--- config.mk ---
export PLATFORM = sky130hd
export DESIGN_NAME = handshake_fifo_flat
export DESIGN_NICKNAME = d
export VERILOG_FILES = /design/src/rtl/handshake_pkg.sv /design/src/rtl/handshake.sv /design/src/rtl/hs_fifo_mem.sv /design/src/rtl/handshake_fifo.sv /design/src/flat_wrapper.sv
export SDC_FILE = /design/constraint.sdc
export NUM_CORES = 1
export LEC_CHECK = 0
export ABC_CLOCK_PERIOD_IN_PS = 2009
export BUFFER_PORTS_ARGS = -buffer_cell sky130_fd_sc_hd__buf_2
export CAP_MARGIN = 40
export CELL_PAD_IN_SITES_DETAIL_PLACEMENT = 2
export CELL_PAD_IN_SITES_GLOBAL_PLACEMENT = 2
export CORE_MARGIN = 3
export CORE_UTILIZATION = 38
export CTS_CLUSTER_DIAMETER = 120
export DETAILED_ROUTE_END_ITERATION = 6
export PLACE_DENSITY_LB_ADDON = 0.1
export SLEW_MARGIN = 5
export SYNTH_ARGS = -nofsm -noshare
export SYNTH_HDL_FRONTEND = slang
export SYNTH_SLANG_ARGS = --single-unit
--- constraint.sdc ---
create_clock -name clk -period 2.01 [get_ports clk]
set_input_delay 0.1005 -clock clk [delete_from_list [all_inputs] [get_ports clk]]
set_output_delay 0.1005 -clock clk [all_outputs]
set_load 0.02 [all_outputs]
--- src/rtl/handshake_pkg.sv ---
// Field layout helpers shared by every handshake endpoint: bit positions, beat struct,
// and pack/unpack between the raw port1/port2 vectors and a decoded beat.
package handshake_pkg;

  localparam int unsigned HS_MAX_W  = 64;
  localparam int unsigned HS_IDX_W  = $clog2(HS_MAX_W);
  localparam int unsigned READY_BIT = 0;

  typedef struct packed {
    logic                  valid;
    logic [HS_MAX_W-2:0]   payload;
  } hs_beat_t;

  function automatic int unsigned VALID_BIT(input int unsigned w);
    return w - 1;
  endfunction

  // Keeps only the w-1 payload bits of a port1 vector of width w.
  function automatic logic [HS_MAX_W-2:0] payload_mask(input int unsigned w);
    return {(HS_MAX_W - 1){1'b1}} >> (HS_MAX_W - w);
  endfunction

  function automatic hs_beat_t unpack_port1(input logic [HS_MAX_W-1:0] p, input int unsigned w);
    hs_beat_t b;
    b.valid   = p[HS_IDX_W'(VALID_BIT(w))];
    b.payload = p[HS_MAX_W-2:0] & payload_mask(w);
    return b;
  endfunction

  function automatic logic [HS_MAX_W-1:0] pack_port1(input hs_beat_t b, input int unsigned w);
    logic [HS_MAX_W-1:0] p;
    p = {1'b0, b.payload & payload_mask(w)};
    p[HS_IDX_W'(VALID_BIT(w))] = b.valid;
    return p;
  endfunction

  function automatic logic [HS_MAX_W-1:0] pack_port2(input logic ready);
    logic [HS_MAX_W-1:0] p;
    p = '0;
    p[READY_BIT] = ready;
    return p;
  endfunction

  function automatic logic unpack_port2(input logic [HS_MAX_W-1:0] p);
    return p[READY_BIT];
  endfunction

endpackage

--- src/rtl/handshake.sv ---
// Point-to-point handshake bundle: port1 carries valid/payload forward, port2 carries ready back.
interface handshake #(
  parameter int unsigned WIDTH = 32
) ();
  logic [WIDTH-1:0] port1;
  logic [WIDTH-1:0] port2;

  modport dir1 (output port1, input port2);
  modport dir2 (input port1, output port2);
endinterface

--- src/rtl/hs_fifo_mem.sv ---
// DEPTH x (WIDTH-1) storage array: one synchronous write port, one asynchronous read port.
module hs_fifo_mem #(
  parameter int unsigned WIDTH = 32,
  parameter int unsigned DEPTH = 4,
  localparam int unsigned AW = $clog2(DEPTH)
) (
  input  logic             clk,
  input  logic             i_we,
  input  logic [AW-1:0]    i_waddr,
  input  logic [WIDTH-2:0] i_wdata,
  input  logic [AW-1:0]    i_raddr,
  output logic [WIDTH-2:0] o_rdata
);

  logic [WIDTH-2:0] r_mem [DEPTH];

  always_ff @(posedge clk) begin
    if (i_we) begin
      r_mem[i_waddr] <= i_wdata;
    end
  end

  assign o_rdata = r_mem[i_raddr];

endmodule

--- src/rtl/handshake_fifo.sv ---
// First-word-fall-through elastic buffer between two handshake interfaces.
// Define HANDSHAKE_FIFO_STATS_EN to add push/pop counters and a peak-occupancy port.
module handshake_fifo
  import handshake_pkg::*;
#(
  parameter int unsigned WIDTH = 32,
  parameter int unsigned DEPTH = 4,
  localparam int unsigned CW = $clog2(DEPTH + 1)
) (
  input  logic          clk,
  input  logic          rst,
  handshake.dir2        up,
  handshake.dir1        dn,
  output logic [CW-1:0] level,
  output logic          full,
  output logic          empty
`ifdef HANDSHAKE_FIFO_STATS_EN
  ,
  output logic [31:0]   push_cnt,
  output logic [31:0]   pop_cnt,
  output logic [CW-1:0] peak
`endif
);

  localparam int unsigned AW = $clog2(DEPTH);

  logic [AW-1:0]    r_wr_ptr, r_rd_ptr;
  logic [CW-1:0]    r_level, w_level_n;
  logic             r_ready;
  logic             w_push, w_pop, w_dn_valid, w_dn_ready;
  logic [WIDTH-2:0] w_rdata;
  hs_beat_t         w_up_beat, w_dn_beat;

  assign w_up_beat  = unpack_port1(HS_MAX_W'(up.port1), WIDTH);
  assign w_dn_ready = unpack_port2(HS_MAX_W'(dn.port2));

  assign w_dn_valid = (r_level != '0);
  assign w_push     = w_up_beat.valid & r_ready;
  assign w_pop      = w_dn_valid & w_dn_ready;
  assign w_level_n  = r_level + CW'(w_push) - CW'(w_pop);

  always_ff @(posedge clk) begin
    if (rst) begin
      r_wr_ptr <= '0;
      r_rd_ptr <= '0;
      r_level  <= '0;
      r_ready  <= 1'b0;
    end else begin
      // Explicit wrap so non-power-of-2 depths work.
      if (w_push) begin
        r_wr_ptr <= (r_wr_ptr == AW'(DEPTH - 1)) ? '0 : r_wr_ptr + 1'b1;
      end
      if (w_pop) begin
        r_rd_ptr <= (r_rd_ptr == AW'(DEPTH - 1)) ? '0 : r_rd_ptr + 1'b1;
      end
      r_level <= w_level_n;
      r_ready <= (w_level_n < CW'(DEPTH));
    end
  end

  hs_fifo_mem #(
    .WIDTH (WIDTH),
    .DEPTH (DEPTH)
  ) u_mem (
    .clk     (clk),
    .i_we    (w_push),
    .i_waddr (r_wr_ptr),
    .i_wdata (w_up_beat.payload[WIDTH-2:0]),
    .i_raddr (r_rd_ptr),
    .o_rdata (w_rdata)
  );

  // Payload is forced to zero whenever nothing is offered downstream.
  always_comb begin
    w_dn_beat       = '0;
    w_dn_beat.valid = w_dn_valid;
    if (w_dn_valid) begin
      w_dn_beat.payload = (HS_MAX_W - 1)'(w_rdata);
    end
  end

  assign dn.port1 = WIDTH'(pack_port1(w_dn_beat, WIDTH));
  assign up.port2 = WIDTH'(pack_port2(r_ready));

  assign level = r_level;
  assign full  = (r_level == CW'(DEPTH));
  assign empty = (r_level == '0);

`ifdef HANDSHAKE_FIFO_STATS_EN
  logic [31:0]   r_push_cnt, r_pop_cnt;
  logic [CW-1:0] r_peak;

  always_ff @(posedge clk) begin
    if (rst) begin
      r_push_cnt <= '0;
      r_pop_cnt  <= '0;
      r_peak     <= '0;
    end else begin
      if (w_push) r_push_cnt <= r_push_cnt + 32'd1;
      if (w_pop)  r_pop_cnt  <= r_pop_cnt + 32'd1;
      if (w_level_n > r_peak) r_peak <= w_level_n;
    end
  end

  assign push_cnt = r_push_cnt;
  assign pop_cnt  = r_pop_cnt;
  assign peak     = r_peak;
`endif

  a_no_overflow: assert property (@(posedge clk) disable iff (rst)
    !(w_push && !w_pop && (r_level == CW'(DEPTH))));
  a_no_underflow: assert property (@(posedge clk) disable iff (rst)
    !(w_pop && !w_push && (r_level == '0)));
  a_payload_in_range: assert property (@(posedge clk) disable iff (rst)
    ((w_up_beat.payload >> (WIDTH - 1)) == '0));

endmodule

--- src/flat_wrapper.sv ---
// flat-port wrapper written by rule: the top's interface ports become plain ports
module handshake_fifo_flat import handshake_pkg::*;
#(
  parameter int unsigned WIDTH = 32,
  parameter int unsigned DEPTH = 4,
  localparam int unsigned CW = $clog2(DEPTH + 1)
)
  (clk, rst, level, full, empty, up_port1, up_port2, dn_port1, dn_port2);
  handshake #(.WIDTH(WIDTH)) up_i ();
  handshake #(.WIDTH(WIDTH)) dn_i ();
  input  logic clk;
  input  logic rst;
  output logic [CW-1:0] level;
  output logic full;
  output logic empty;
  input wire logic [$bits(up_i.port1)-1:0] up_port1;
  output wire logic [$bits(up_i.port2)-1:0] up_port2;
  output wire logic [$bits(dn_i.port1)-1:0] dn_port1;
  input wire logic [$bits(dn_i.port2)-1:0] dn_port2;
  assign up_i.port1 = up_port1;
  assign up_port2 = up_i.port2;
  assign dn_port1 = dn_i.port1;
  assign dn_i.port2 = dn_port2;
  handshake_fifo #(.WIDTH(WIDTH), .DEPTH(DEPTH)) u_core (.clk(clk), .rst(rst), .up(up_i), .dn(dn_i), .level(level), .full(full), .empty(empty));
endmodule
# == Yosys cells after proc, flatten, opt, wreduce, memory -nomap -nowiden ==
# Memory sizes are Yosys's and may differ from the RTL's. A register that Yosys moved wholly into a read port is not among the register bits.
# Cells that the tools add are included.
# word_totals
ff_bits,8
latchBits,0
ram_bits,124
romBits,0
inputBits,66
out_inout_bits,69
word_cells,24
mem_count,1
# mem_list
name,words,width,read_ports,rd_ports_with_merged_regs,wr,line,rtl
u_core.u_mem.r_mem,4,31,1,1,1,hs_fifo_mem.sv:15,logic [WIDTH-2:0] r_mem [DEPTH];
# op_classes
add_sub_neg,4
mul,0
div_mod_pow,0
n_lt_le_gt_ge,1
eq_ne,3
shift,0
mux,7
bitwise,2
n_reduce_logical,2
# op_table
op,n
$mux W31,1
$mux W2,4
$add A2 B1 Y2 const B,2
$eq A2 B2 Y1 const B,2
$add A3 B1 Y3,1
$eq A3 B3 Y1 const B,1
$logic_not A3 Y1,1
$lt A3 B3 Y1 const B,1
$reduce_bool A3 Y1,1
$sub A3 B1 Y3,1
$and A1 B1 Y1,2
$mux W1,2

# == Logic depth before layout (Yosys ltp) ==
# Gate-level depths: netlist of run 1.
# depth
ltp_word,4
ltp_mapped,7
depth_no_buf,7

# == Modules after synthesis ==
# A second synthesis of run 1 with hierarchy kept.
# hier_totals
hier_cells,272
area_unflattened_um2,5382.7
# modules_own_cells
mod,instances,cells_each,area_each_um2,seq_area_each_um2
hs_fifo_mem,1,165,4505.6,3723.6
handshake_fifo,1,107,877.1,160.2

# == Least setup slack after synthesis of run 1 ==
# OpenSTA, ideal clock, no wires.
# synth_path
path_kind,reg-to-reg
start,"register u_core.r_level[1], in the netlist u_core.level[1]"
end,"register u_core.r_level[2], in the netlist u_core.level[2]"
setup_ps,127
t_arrival_ps,1660
required_time_ps,1883
path_slack_ps,223
stages_incl_launch_ff,8
n_path_buf,0
synth_period_minus_slack_ps,1787
cell_sequence,dfxtp_1 -> o31ai_1 -> mux2i_1 -> ha_1 -> inv_1 -> fa_1 -> xor3_1 -> nor2b_1
# synth_between
elab_chain_len,3
word_cells_on_any_way,4
classes_between,add/sub (2); bitwise (1); reduce/logical (1)
# synth_rtl
element,line,rtl
"start, declared",handshake_fifo.sv:28,"logic [CW-1:0] r_level, w_level_n;"
"start signal, assigned",handshake_fifo.sv:56,r_level <= w_level_n;
"parallel branches: the longest is 2 deep, another holds $add A3 B1 Y3",n/a,
$sub A3 B1 Y3 (*),handshake_fifo.sv:40,assign w_level_n = r_level + CW'(w_push) - CW'(w_pop);
# Mark *: on every way between the ends.
# A chain may end at the register's enable or synchronous reset.

==> results.cfg, run 1 <==
[run_status]
status = complete, no violations

[flow_run]
cap_violations = 0

[route]
wl_met3_um = 586
ant_nets = 0
drc = 0
met1_length_um = 4570
dr.max_layer_used = met4
wl_per_cell_um = 18.9
drt-initial-drc-count = 125
wl_um = 11300
wl_met2_um = 6020
vias = 2813
viasPerCell = 4.69
firstDrtPassIters = 4

[timing]
fin_tns_setup_ps = 0
grt_setup_unrepaired = true
setup_ws_ps = 30.5
max_freq_ghz = 0.505
setup_viol = 0
hold_slack_ps = 29.9
fin_worst_skew_ps = 4.63
slew_violations = 0
finalHoldViolations = 0
post-route-period-util_pct = 98.5
fin_crit_ps = 1980

[global_route]
grt_max_degree = 34
gr-usage-all-layers_pct = 14.9
antenna_found_initial = 0
grt.overflow.total = 0
grt_pass1_wl_um = 17500
grt_pass1_vias = 3152

[min_path]
min_to = u_core.r_wr_ptr[1]
worstHoldStart = up_port1[31]
hold_depth = 3
hold_path.class = primary input to flip-flop

[clock_network]
clkTransAtPathRegs_ps = 50
cts_max_level = 4
post-cts-setup-buffer-count = 0
cts.sinks = 134
cts_tree = yes
root_buffer = clkbuf_16
cts_buffer_depth = 2
insertion_delay_ps = 410
cts_made_buffers = 17

[die]
start_util_pct = 39.2
rows = 43
ios = 135
core_um2 = 14000
die_area_um2 = 15900
die_h_um = 126
die_x_um = 126

[power_and_ir_drop]
clockPowerShare_pct = 27.5
internal_power_mw = 6.90
power.switching_mw = 2.84
seqPwrFrac_pct = 34.9
p_leak_nw = 2.63
switching_share_pct = 29.2
ir_drop_mv = 0.586
pwr_density_cell_nw_per_um2 = 1350
p_comb_share_pct = 37.6

[logic_synthesis]
syn_inst = 281
netlist_area_um2 = 5480
avgSynthCellArea_um2 = 19.5
synth-edff-count = 124
synth_top_cell_area_share_pct = 68.0
seq_area_frac_synth_pct = 71.6
synth_seq_cells = 134
synth-warning-count = 0
synth.distinct_cells = 29
yosysMostFrequentCell = edfxtp_1
synth_area_leaders = edfxtp_1 (68%), mux4_2 (12%), buf_4 (4.5%)
synth_async_sr_flop_share_pct = 0
synth_ff_type = edfxtp_1
synth_area_leader_cell = edfxtp_1
synth_top_cells_by_count = edfxtp_1 (124), buf_4 (33), and2_1 (32), mux4_2 (30), dfxtp_1 (10)

[placed_design]
numPortBuffers = 72
hpwlAfterDp_um = 6880
pre_cts_ws_ps = 215
gp_congestion = 0.664
dpl_cell_area_um2 = 6020

[critical_path]
crit_required_ps = 1910
critical-path-top-delay-family = multiplexers
reg2reg_to = u_core.level[2]
worstReg2RegStart = u_core.level[0]
reg2reg_depth = 7
r2r_slack_ps = 250
crit_buf_inv = 2
cp-start-kind = flip-flop
arrival_ps = 1880
critPathMaxFanout = 8
slowest_stage = mux4_2
crit_path_end_kind = output pin
critical_path_class = flip-flop to output pin
max_stage_delay_ps = 490
path_cells = clkbuf_16, mux4_2, and2_4, buf_6

[cells_and_area]
drive_gt1_share_pct = 43.1
n_antenna_cell = 0
final_area_um2 = 7200
area_delta_synth_final_pct = 31.4
finalNetCount = 481
==> layout by cell type, fill, tap and decap left out, types with 2 or more instances in the layout <==
cell,Yosys,layout
a21oi_1,2,2
dlygate4sd3_1,0,32
buf_4,33,11
clkbuf_1,4,6
buf_6,3,31
edfxtp_1,124,124
buf_2,3,41
mux2i_1,3,3
mux4_2,30,31
conb_1,1,31
and2_4,0,31
buf_16,0,2
clkbuf_16,0,19
and3_2,0,4
inv_1,4,4
nor2_1,3,3
clkinv_1,0,5
nor2b_1,3,3
nand2b_1,2,2
mux2_2,2,2
clkinv_2,0,2
buf_12,0,2
dfxtp_1,10,8
ha_1,6,6
a21bo_2,2,2
==> power groups by stage <==
stage / clock network, mW / logic [mW] / registers, mW
CTS: 2.77 / 2.86 / 3.38
detailed placement: 0 / 2.74 / 3.42
global route: 2.89 / 3.94 / 3.42
finish: 2.68 / 3.66 / 3.40
global placement: 0 / 2.69 / 3.41
floorplan: 0 / 1.87 / 3.44
==> what timing repair did <==
item,4_1_cts,5_1_grt
hold endpoints to repair,130,0
gates cloned,1,2
endpoints found under the setup margin,1,31
hold buffers,32,0
resized for setup,3,93
==> through the flow <==
step                      power, mW  std cells  utilization, %
after global placement         6.10        533            42.8
after global routing           10.3        600            51.4
final                          9.74        600            51.4
after detailed placement       6.16        534            43.0
after CTS                      9.01        598            49.2
after floorplan                5.31        311               -
==> final cells by class <==
class	instances	area [um^2]
clock buffer	23	448
timing repair buffer	121	1100
tap	180	225
sequential	134	3930
inverter	4	15.0
fill	1278	6790
multi-input combinational	130	1420
clock inverter	8	58.8
==> flip-flops by register name, summed over array words and instances, names as in the netlist, named ones only <==
name	flops
u_core.r_rd_ptr	2
u_core.u_mem.r_mem	124
u_core.r_ready	1
u_core.r_wr_ptr	2
u_core.level	3
==> how the worst max path moves through the flow <==
stage | slack (ps) | cells past startpoint | to | from
4_1_cts | -30 | 4 | dn_port1[29] | flip-flop
6_report | 30 | 4 | dn_port1[17] | flip-flop
2_1_floorplan | 220 | 7 | u_core.level[2] | u_core.level[1]
5_1_grt | -30 | 4 | dn_port1[28] | flip-flop
3_5_place_dp | 220 | 7 | u_core.level[2] | u_core.level[0]
3_3_place_gp | 240 | 3 | u_core.u_mem.r_mem[2][8] | u_core.r_wr_ptr[0]
==> worst min-delay path, stage by stage <==
cell and delay [ps]:
buf_2 150, nand3_1 90, a21oi_1 50
==> routing by layer <==
| layer | GRT usage [%] | vias up |
|---|---|---|
| li1 | - | 1282 |
| met1 | 17.5 | 1432 |
| met2 | 25.5 | 87 |
| met3 | 4.96 | 12 |
| met4 | 5.68 | 0 |
| met5 | 0 | - |
==> kinds of logic (layout without fill, tap and decap cells) <==
family,after synthesis,after routing,synth area share (%)
and+or+nand+nor,49,49,5.53
DFF,134,134,71.6
xor gates and xnor gates,1,1,0.434
buffers and inverters,47,156,5.96
muxes,36,36,13.8
adders and majority gates,7,7,1.74
other,1,31,0.0685
AOI/OAI and AO/OA,6,6,0.845
Note: power is estimated with default switching activity, not from simulation.
==> inputs of run 2 (changes only) <==
--- a/config.mk
+++ b/config.mk
@@ -14,7 +14,8 @@
 export CORE_UTILIZATION = 38
 export CTS_CLUSTER_DIAMETER = 120
 export DETAILED_ROUTE_END_ITERATION = 6
-export PLACE_DENSITY_LB_ADDON = 0.1
+export PLACE_DENSITY = 0.82
+export SETUP_SLACK_MARGIN = 0.15
 export SLEW_MARGIN = 5
 export SYNTH_ARGS = -nofsm -noshare
 export SYNTH_HDL_FRONTEND = slang
==> results.cfg, run 2 (synthesis gave the netlist of run 1 again) <==
[min_path]
hold_depth = 3
min_to = u_core.r_wr_ptr[1]
hold_path.class = primary input to flip-flop
worstHoldStart = up_port1[31]

[route]
wl_per_cell_um = 20.2
ant_nets = 0
firstDrtPassIters = 4
wl_um = 12000
viasPerCell = 4.80
drc = 0
vias = 2855
drt-initial-drc-count = 149

[power_and_ir_drop]
p_leak_nw = 2.61
pwr_density_cell_nw_per_um2 = 1370
total_power_mw = 9.86
ir_drop_mv = 0.658

[cells_and_area]
n_antenna_cell = 0
final_cell_mix = edfxtp_1 (124), buf_2 (41), dlygate4sd3_1 (32), buf_6 (32)
largest_register_ffs = 124
nFillCells = 1240
finalNetCount = 477
top_register = u_core.u_mem.r_mem
final_common_cell = edfxtp_1
multiInputGateArea_um2 = 1430
area_delta_synth_final_pct = 31.7
final-seq-area_um2 = 3930
final_area_um2 = 7210
drive_gt1_share_pct = 43.1

[clock_network]
cts.sinks = 134
cts_tree = yes
insertion_delay_ps = 410
clkTransAtPathRegs_ps = 50
cts_max_level = 4
cts_made_buffers = 17
cts_buffer_depth = 2
root_buffer = clkbuf_16
post-cts-setup-buffer-count = 0

[run_status]
status = complete, no violations

[placed_design]
numPortBuffers = 72
dpl_cell_area_um2 = 6030
pre_cts_ws_ps = 209
hpwlAfterDp_um = 6990
gp_congestion = 0.686

[timing]
fin_worst_skew_ps = 9.26
fin_crit_ps = 1930
finalHoldViolations = 0
hold_slack_ps = 48.7
setup_ws_ps = 76.1
grt_setup_unrepaired = true
max_freq_ghz = 0.517
slew_violations = 0
setup_viol = 0
post-route-period-util_pct = 96.2
fin_tns_setup_ps = 0

[global_route]
grt_pass1_wl_um = 18700
grt_pass1_vias = 3286
antenna_found_initial = 0
gr-usage-all-layers_pct = 15.8
grt_max_degree = 32
grt.overflow.total = 0

[critical_path]
cp-start-kind = flip-flop
max_stage_delay_ps = 510
crit_buf_inv = 2
r2r_slack_ps = 260
worstReg2RegStart = u_core.level[0]
reg2reg_to = u_core.level[2]
critical_path_class = flip-flop to output pin
slowest_stage = mux4_2
critPathMaxFanout = 7
crit_path_end_kind = output pin
crit_required_ps = 1910
path_cells = clkbuf_16, mux4_2, and2_4, buf_6
critical-path-top-delay-family = multiplexers
arrival_ps = 1830
reg2reg_depth = 7

[die]
die_x_um = 126
start_util_pct = 39.2
rows = 43
core_um2 = 14000
ios = 135
die_h_um = 126
die_area_um2 = 15900

[flow_run]
cap_violations = 0
run 2: worst register-to-register path: stages (launching register included):
cell     delay [ps]
dfxtp_2         360
o31ai_2         340
mux2i_1         120
ha_1            190
inv_1            80
fa_1            170
xor3_1          230
nor2b_1         140
run 2: through the flow:
stage | std cells | util [%]
floorplan | 311 | -
detailed placement | 531 | 43.1
CTS | 594 | 51.2
finish | 595 | 51.6
global route | 595 | 51.6
global placement | 531 | 43.1
run 2: worst max path at each step:
stage	from	end	cells past startpoint
2_1_floorplan	u_core.level[1]	u_core.level[2]	7
3_3_place_gp	u_core.level[0]	u_core.level[2]	7
4_1_cts	flip-flop	dn_port1[23]	4
6_report	flip-flop	dn_port1[26]	4
3_5_place_dp	u_core.level[0]	u_core.level[2]	7
5_1_grt	flip-flop	dn_port1[5]	4
run 2: layout make-up:
type / count / share of cell area [%]
Sequential cell: 134 / 54.5
Multi-Input combinational cell: 130 / 19.8
Timing Repair Buffer: 117 / 15.4
Clock buffer: 20 / 6.05
Tap cell: 180 / 3.12
Clock inverter: 10 / 0.902
Inverter: 4 / 0.208
run 2: what timing repair did:
action,4_1_cts,5_1_grt
gates resized for setup,98,8
gates cloned,1,1
pin swaps,8,3
hold buffers,32,0
endpoints found under the hold margin,129,0
endpoints found under the setup margin,31,35
run 2: metal layers:
layer	GRT usage, %	wire length [um]
met5	0	0
met4	5.11	137
met3	4.33	467
met2	28.5	6640
met1	18.3	4770
run 2: power by group:
part           leakage [nW]  internal, mW  total, mW  switching (mW)
Combinational          1.16          2.04       3.79            1.75
Clock                 0.244          1.64       2.67            1.03
Sequential             1.20          3.27       3.40           0.127
